### src/rtl/abs_cmd_ctrl_pkg.sv
// Shared debug-module definitions: command word layout, cmderr codes,
// FSM state encoding and the abstract-command legality check.
package abs_cmd_ctrl_pkg;

  localparam int DM_REG_WIDTH   = 32;
  localparam int CMD_REGNO_SIZE = 16;

  // Abstract command word, MSB first.
  typedef struct packed {
    logic [7:0]                cmdtype;   // [31:24]
    logic                      rsv23;     // [23]
    logic [2:0]                aarsize;   // [22:20]
    logic                      rsv19;     // [19]
    logic                      postexec;  // [18]
    logic                      transfer;  // [17]
    logic                      write;     // [16]
    logic [CMD_REGNO_SIZE-1:0] regno;     // [15:0]
  } cmd_t;

  localparam logic [2:0] CMDERR_NONE       = 3'd0;
  localparam logic [2:0] CMDERR_BUSY       = 3'd1;
  localparam logic [2:0] CMDERR_NOTSUP     = 3'd2;
  localparam logic [2:0] CMDERR_EXCEPT     = 3'd3;
  localparam logic [2:0] CMDERR_HALTRESUME = 3'd4;

  // Only 32-bit access-register commands are supported.
  localparam logic [2:0] AARSIZE_32 = 3'd2;

  typedef enum logic [1:0] {
    ST_IDLE = 2'd0,
    ST_REQ  = 2'd1,
    ST_DONE = 2'd2
  } state_t;

  // Error code for a freshly accepted command, first failing check wins.
  function automatic logic [2:0] check_cmd(input cmd_t c, input logic halted);
    if (c.cmdtype != 8'd0)                      return CMDERR_NOTSUP;
    if (c.postexec)                             return CMDERR_NOTSUP;
    if (c.transfer && c.aarsize != AARSIZE_32)  return CMDERR_NOTSUP;
    if (!halted)                                return CMDERR_HALTRESUME;
    return CMDERR_NONE;
  endfunction

endpackage

### src/rtl/abs_cmd_ctrl.sv
// Abstract-command controller: decodes access-register commands, runs one
// register access with a timeout, writes read data back to data0 and
// maintains the sticky cmderr field.
module abs_cmd_ctrl
  import abs_cmd_ctrl_pkg::*;
#(
  parameter int TIMEOUT_CYC = 256
) (
  input  logic                      sys_clk,
  input  logic                      sys_rstn,
  input  logic [DM_REG_WIDTH-1:0]   command,
  input  logic                      cmd_update,
  input  logic [DM_REG_WIDTH-1:0]   data0,
  input  logic [2:0]                cmderr_clr,
  input  logic                      core_halted,
  input  logic                      reg_ack,
  input  logic                      reg_err,
  input  logic [DM_REG_WIDTH-1:0]   reg_rdata,
  output logic                      reg_req,
  output logic                      wr1_rd0,
  output logic [CMD_REGNO_SIZE-1:0] regno,
  output logic [DM_REG_WIDTH-1:0]   write_data,
  output logic                      data0_we,
  output logic [DM_REG_WIDTH-1:0]   data0_wdata,
  output logic                      busy,
  output logic [2:0]                cmderr
);

  // Last wait-counter value before the access is abandoned.
  localparam logic [7:0] WAIT_LAST = 8'(TIMEOUT_CYC - 1);

  state_t     state;
  logic [7:0] wait_cnt;
  cmd_t       cmd;
  logic [2:0] chk;
  logic       unused_bits;

  assign cmd         = cmd_t'(command);
  assign chk         = check_cmd(cmd, core_halted);
  assign unused_bits = cmd.rsv23 ^ cmd.rsv19;

  // Command FSM; every output is registered. Later cmderr assignments
  // override the W1C clear so a new error beats a same-cycle clear.
  always_ff @(posedge sys_clk or negedge sys_rstn) begin
    if (!sys_rstn) begin
      state       <= ST_IDLE;
      busy        <= 1'b0;
      reg_req     <= 1'b0;
      data0_we    <= 1'b0;
      cmderr      <= CMDERR_NONE;
      wait_cnt    <= 8'd0;
      wr1_rd0     <= 1'b0;
      regno       <= '0;
      write_data  <= '0;
      data0_wdata <= '0;
    end else begin
      data0_we <= 1'b0;
      cmderr   <= cmderr & ~cmderr_clr;
      case (state)
        ST_IDLE: begin
          // A pending error locks out new commands until software clears it.
          if (cmd_update && cmderr == CMDERR_NONE) begin
            if (chk != CMDERR_NONE) begin
              cmderr <= chk;
            end else if (cmd.transfer) begin
              wr1_rd0    <= cmd.write;
              regno      <= cmd.regno;
              write_data <= data0;
              wait_cnt   <= 8'd0;
              reg_req    <= 1'b1;
              busy       <= 1'b1;
              state      <= ST_REQ;
            end
          end
        end
        ST_REQ: begin
          if (cmd_update && cmderr == CMDERR_NONE) cmderr <= CMDERR_BUSY;
          // An ack arriving in the timeout cycle still completes the access.
          if (reg_ack) begin
            reg_req <= 1'b0;
            state   <= ST_DONE;
            if (reg_err) begin
              cmderr <= CMDERR_EXCEPT;
            end else if (!wr1_rd0) begin
              data0_wdata <= reg_rdata;
              data0_we    <= 1'b1;
            end
          end else if (wait_cnt == WAIT_LAST) begin
            cmderr  <= CMDERR_EXCEPT;
            reg_req <= 1'b0;
            state   <= ST_DONE;
          end else begin
            wait_cnt <= wait_cnt + 8'd1;
          end
        end
        ST_DONE: begin
          if (cmd_update && cmderr == CMDERR_NONE) cmderr <= CMDERR_BUSY;
          busy  <= 1'b0;
          state <= ST_IDLE;
        end
        default: begin
          reg_req <= 1'b0;
          busy    <= 1'b0;
          state   <= ST_IDLE;
        end
      endcase
    end
  end

endmodule

### config.mk
export PLATFORM = sky130hd
export DESIGN_NAME = abs_cmd_ctrl
export DESIGN_NICKNAME = d
export VERILOG_FILES = /design/src/rtl/abs_cmd_ctrl_pkg.sv /design/src/rtl/abs_cmd_ctrl.sv
export SDC_FILE = /design/constraint.sdc
export NUM_CORES = 1
export LEC_CHECK = 0
export ABC_AREA = 1
export CAP_MARGIN = 20
export CORE_UTILIZATION = 32
export CTS_CLUSTER_SIZE = 16
export DETAILED_ROUTE_END_ITERATION = 8
export PLACE_DENSITY = 0.7
export SLEW_MARGIN = 20
export SYNTH_ARGS = -nofsm -noshare
export SYNTH_HDL_FRONTEND = slang
export SYNTH_SLANG_ARGS = --single-unit
### constraint.sdc
create_clock -name sys_clk -period 4.13 [get_ports sys_clk]
set_input_delay 1.239 -clock sys_clk [delete_from_list [all_inputs] [get_ports sys_clk]]
set_output_delay 1.239 -clock sys_clk [all_outputs]
set_load 0.02 [all_outputs]
==> impl_metrics.toml <==
[logic_synthesis]
post_synth_xor_area_fraction_pct = 0.855
synth_area_in_simple_gates_pct = 24.0
yosys_warnings = 0
syn_area_um2 = 4100
synth_top_family_by_area = "simple AND/OR/NAND/NOR gates"
synth_seq_cells = 97
post_synth_inst_count = 490
syn_nets = 596
synthDistinctLibCells = 22
synth_adder_area_share_pct = 0.305
synth.avg_cell_area_um2 = 8.36
synth_compound_area_share_pct = 6.96
synth.mux.area_fraction_pct = 0
yosysSeqAreaShare_pct = 59.2

[route]
drtIter0Drc = 151
dr_wl_met3_um = 770
drt_pass1_iterations = 4
route.detailed.vias_per_inst = 4.33
routedWlPerCell_um = 12.6
routed-wl-met2_mm = 5.31
wl_mm = 10.7
drt-met1-wl_mm = 4.50
drc = 0
antenna_viol_nets_final = 0
vias = 3677
maxUsedRoutingLayer = "met4"

[clocking]
numCtsBuffers = 9
cts-root-buf = "clkbuf_16"
clk_pin_slew_worst_paths_ns = 0.06
clk_latency_worst_skew_pair_ns = 0.33
post_cts_resize_count = 0
ctsLongestPathBuffers = 2
tritoncts = "built"
htreeDepth = 3
cts-hold-fix-buffers = 0
cts_post_setup_buffers_inserted = 0
cts_sinks = 97

[global_routing]
wire_length_of_the_first_global_routing_pass_mm = 16.7
first_global_vias = 3519
antenna_found_initial = 0
globalRouteTotalUtil_pct = 16.1
grt_max_degree = 110
grt_overflow = 0

[sta]
finalHoldViolCount = 0
slew_viol_final = 0
finalSetupViolations = 0
fin_crit_ns = 3.02
worst_pin_slew_ns = 0.894
grt_setup_unrepaired = "no"
timing.max_slew.rel_slack_pct = 40.4
worst_slack_ns = 1.11
finalHoldWorstSlack_ns = 0.468
totalNegativeSetupSlack_ns = 0
timing.clock.skew_ns = 0.00931
timing.final.crit_share_pct = 73.1
fmaxAchievable_mhz = 331

[final_layout]
area_growth_syn_to_layout_pct = 56.8
layout.cells.most_common_list = "192 x nand2_1, 188 x clkdlybuf4s50_1, 97 x dfrtp_1"
layout_commonest_cell = "nand2_1"
final_layout_size_suffix_gt1_share_pct = 3.96
design.final.nets = 782
num-fill-cells = 1154
antenna-diode-count = 0
area.sequential_um2 = 2430
final_core_util_pct = 52.4
multiInputGateArea_um2 = 1330

[placement]
portBuffers = 189
placer_congestion = 0.811
dp_hpwl_mm = 7.96
post_placement_setup_slack_ns = 0.695

[floorplanning]
initial_standard_cell_utilization_of_the_core_pct = 33.4
dieHeight_um = 115
boundaryPins = 192
die_width_um = 115
die_area_um2 = 13300
fp-row-count = 40
coreArea_um2 = 12300

[hold_path]
timing.hold.worst_endpoint = "data0_wdata[25]"
whs_path_depth = 2
min_path_type = "reg -> reg"
min_from = "data0_wdata[25]"

[critical_path]
critical_path_class = "in -> reg"
crit_arrival_ns = 3.24
worst_setup_path_start_kind = "input pin"
reg2reg_setup_slack_ns = 2.12
worst_setup_path_startpoint = "command[17]"
timing.reg2reg.worst_path_depth = 8
timing.rr.end = "wait_cnt[7]"
regToRegStartpoint = "state[1]"
worstPathMaxFanout = 109
critPathRequiredTime_ns = 4.35
critPathCaptureType = "flop"

[power]
leakage_power_nw = 3.16
report.power.total_mw = 1.95
power.density_cell_area_nw_per_um2 = 304
power.ir.vdd_worst_v = 0.000151

[run_status]
outcome = "finished clean"

[job]
max_cap_violations = 0
registers in the layout, indices dropped and copies added, names as in the netlist, 2 cells and up:
signal and count:
state 2, data0_wdata 32, regno 16, wait_cnt 8, cmderr 3, write_data 32
how the worst max path moves through the flow:
stage                     cells after the start          end
after floorplan                               8  wait_cnt[5]
after global placement                        9  wait_cnt[7]
after detailed placement                      9  wait_cnt[7]
after CTS                                     9  wait_cnt[7]
after global routing                          9  wait_cnt[4]
final                                         7  wait_cnt[7]
stage by stage:
| stage | instances | instance area [um^2] |
|---|---|---|
| floorplan | 490 | 4100 |
| global placement | 833 | 6150 |
| global route | 849 | 6420 |
| detailed placement | 833 | 6150 |
| finish | 849 | 6420 |
| CTS | 849 | 6420 |
power breakdown:
group | internal, mW | switching, mW | total (mW)
logic | 0.123 | 0.0818 | 0.205
registers | 0.965 | 0.00830 | 0.973
clock network | 0.425 | 0.347 | 0.773
Yosys cell counts:
cell	n	area, um^2
nor2_1	18	67.6
nand3_1	23	115
o21ai_1	2	10.0
nand4_1	2	12.5
buf_6	1	11.3
dfrtp_1	97	2430
xnor2_1	2	17.5
buf_4	1	7.51
nand4_2	1	12.5
inv_1	68	255
clkbuf_1	9	33.8
nor2_4	1	11.3
inv_2	3	11.3
nand2_1	192	721
ha_1	1	12.5
or2_2	1	6.26
nand2_2	1	6.26
o21ai_0	55	275
nor3_4	1	16.3
nor3b_1	2	15.0
buf_2	7	35.0
xor2_1	2	17.5
worst max-delay path, stage by stage:
cell and delay (ns):
clkdlybuf4s50_1 0.54, o21ai_1 0.19, nand4_4 0.13, buf_4 0.66, nand2_2 0.24, nand2_1 0.14
nand2_1 0.06
logic make-up (layout without fill, tap and decap cells):
kind of cell | after synthesis | after routing
adder cells (fa/ha/maj) | 1 | 1
XOR/XNOR | 4 | 4
buffers and inverters | 89 | 280
flip-flops | 97 | 97
AND/OR/NAND/NOR | 242 | 242
AO/OA/AOI/OAI | 57 | 57
metal layers:
layer	vias up	global-route usage, %
li1	1859	-
met1	1692	18.9
met2	117	28.6
met3	9	4.32
met4	0	5.45
met5	-	0
layout make-up:
type | count | share of cell area [%]
flip-flops and latches | 97 | 37.8
repair buffers | 193 | 29.9
multi-input cells | 304 | 20.6
inverters | 71 | 4.15
clock buffers | 12 | 3.84
well taps | 168 | 3.27
clock inverters | 4 | 0.448
(Power assumes the default switching activity.)
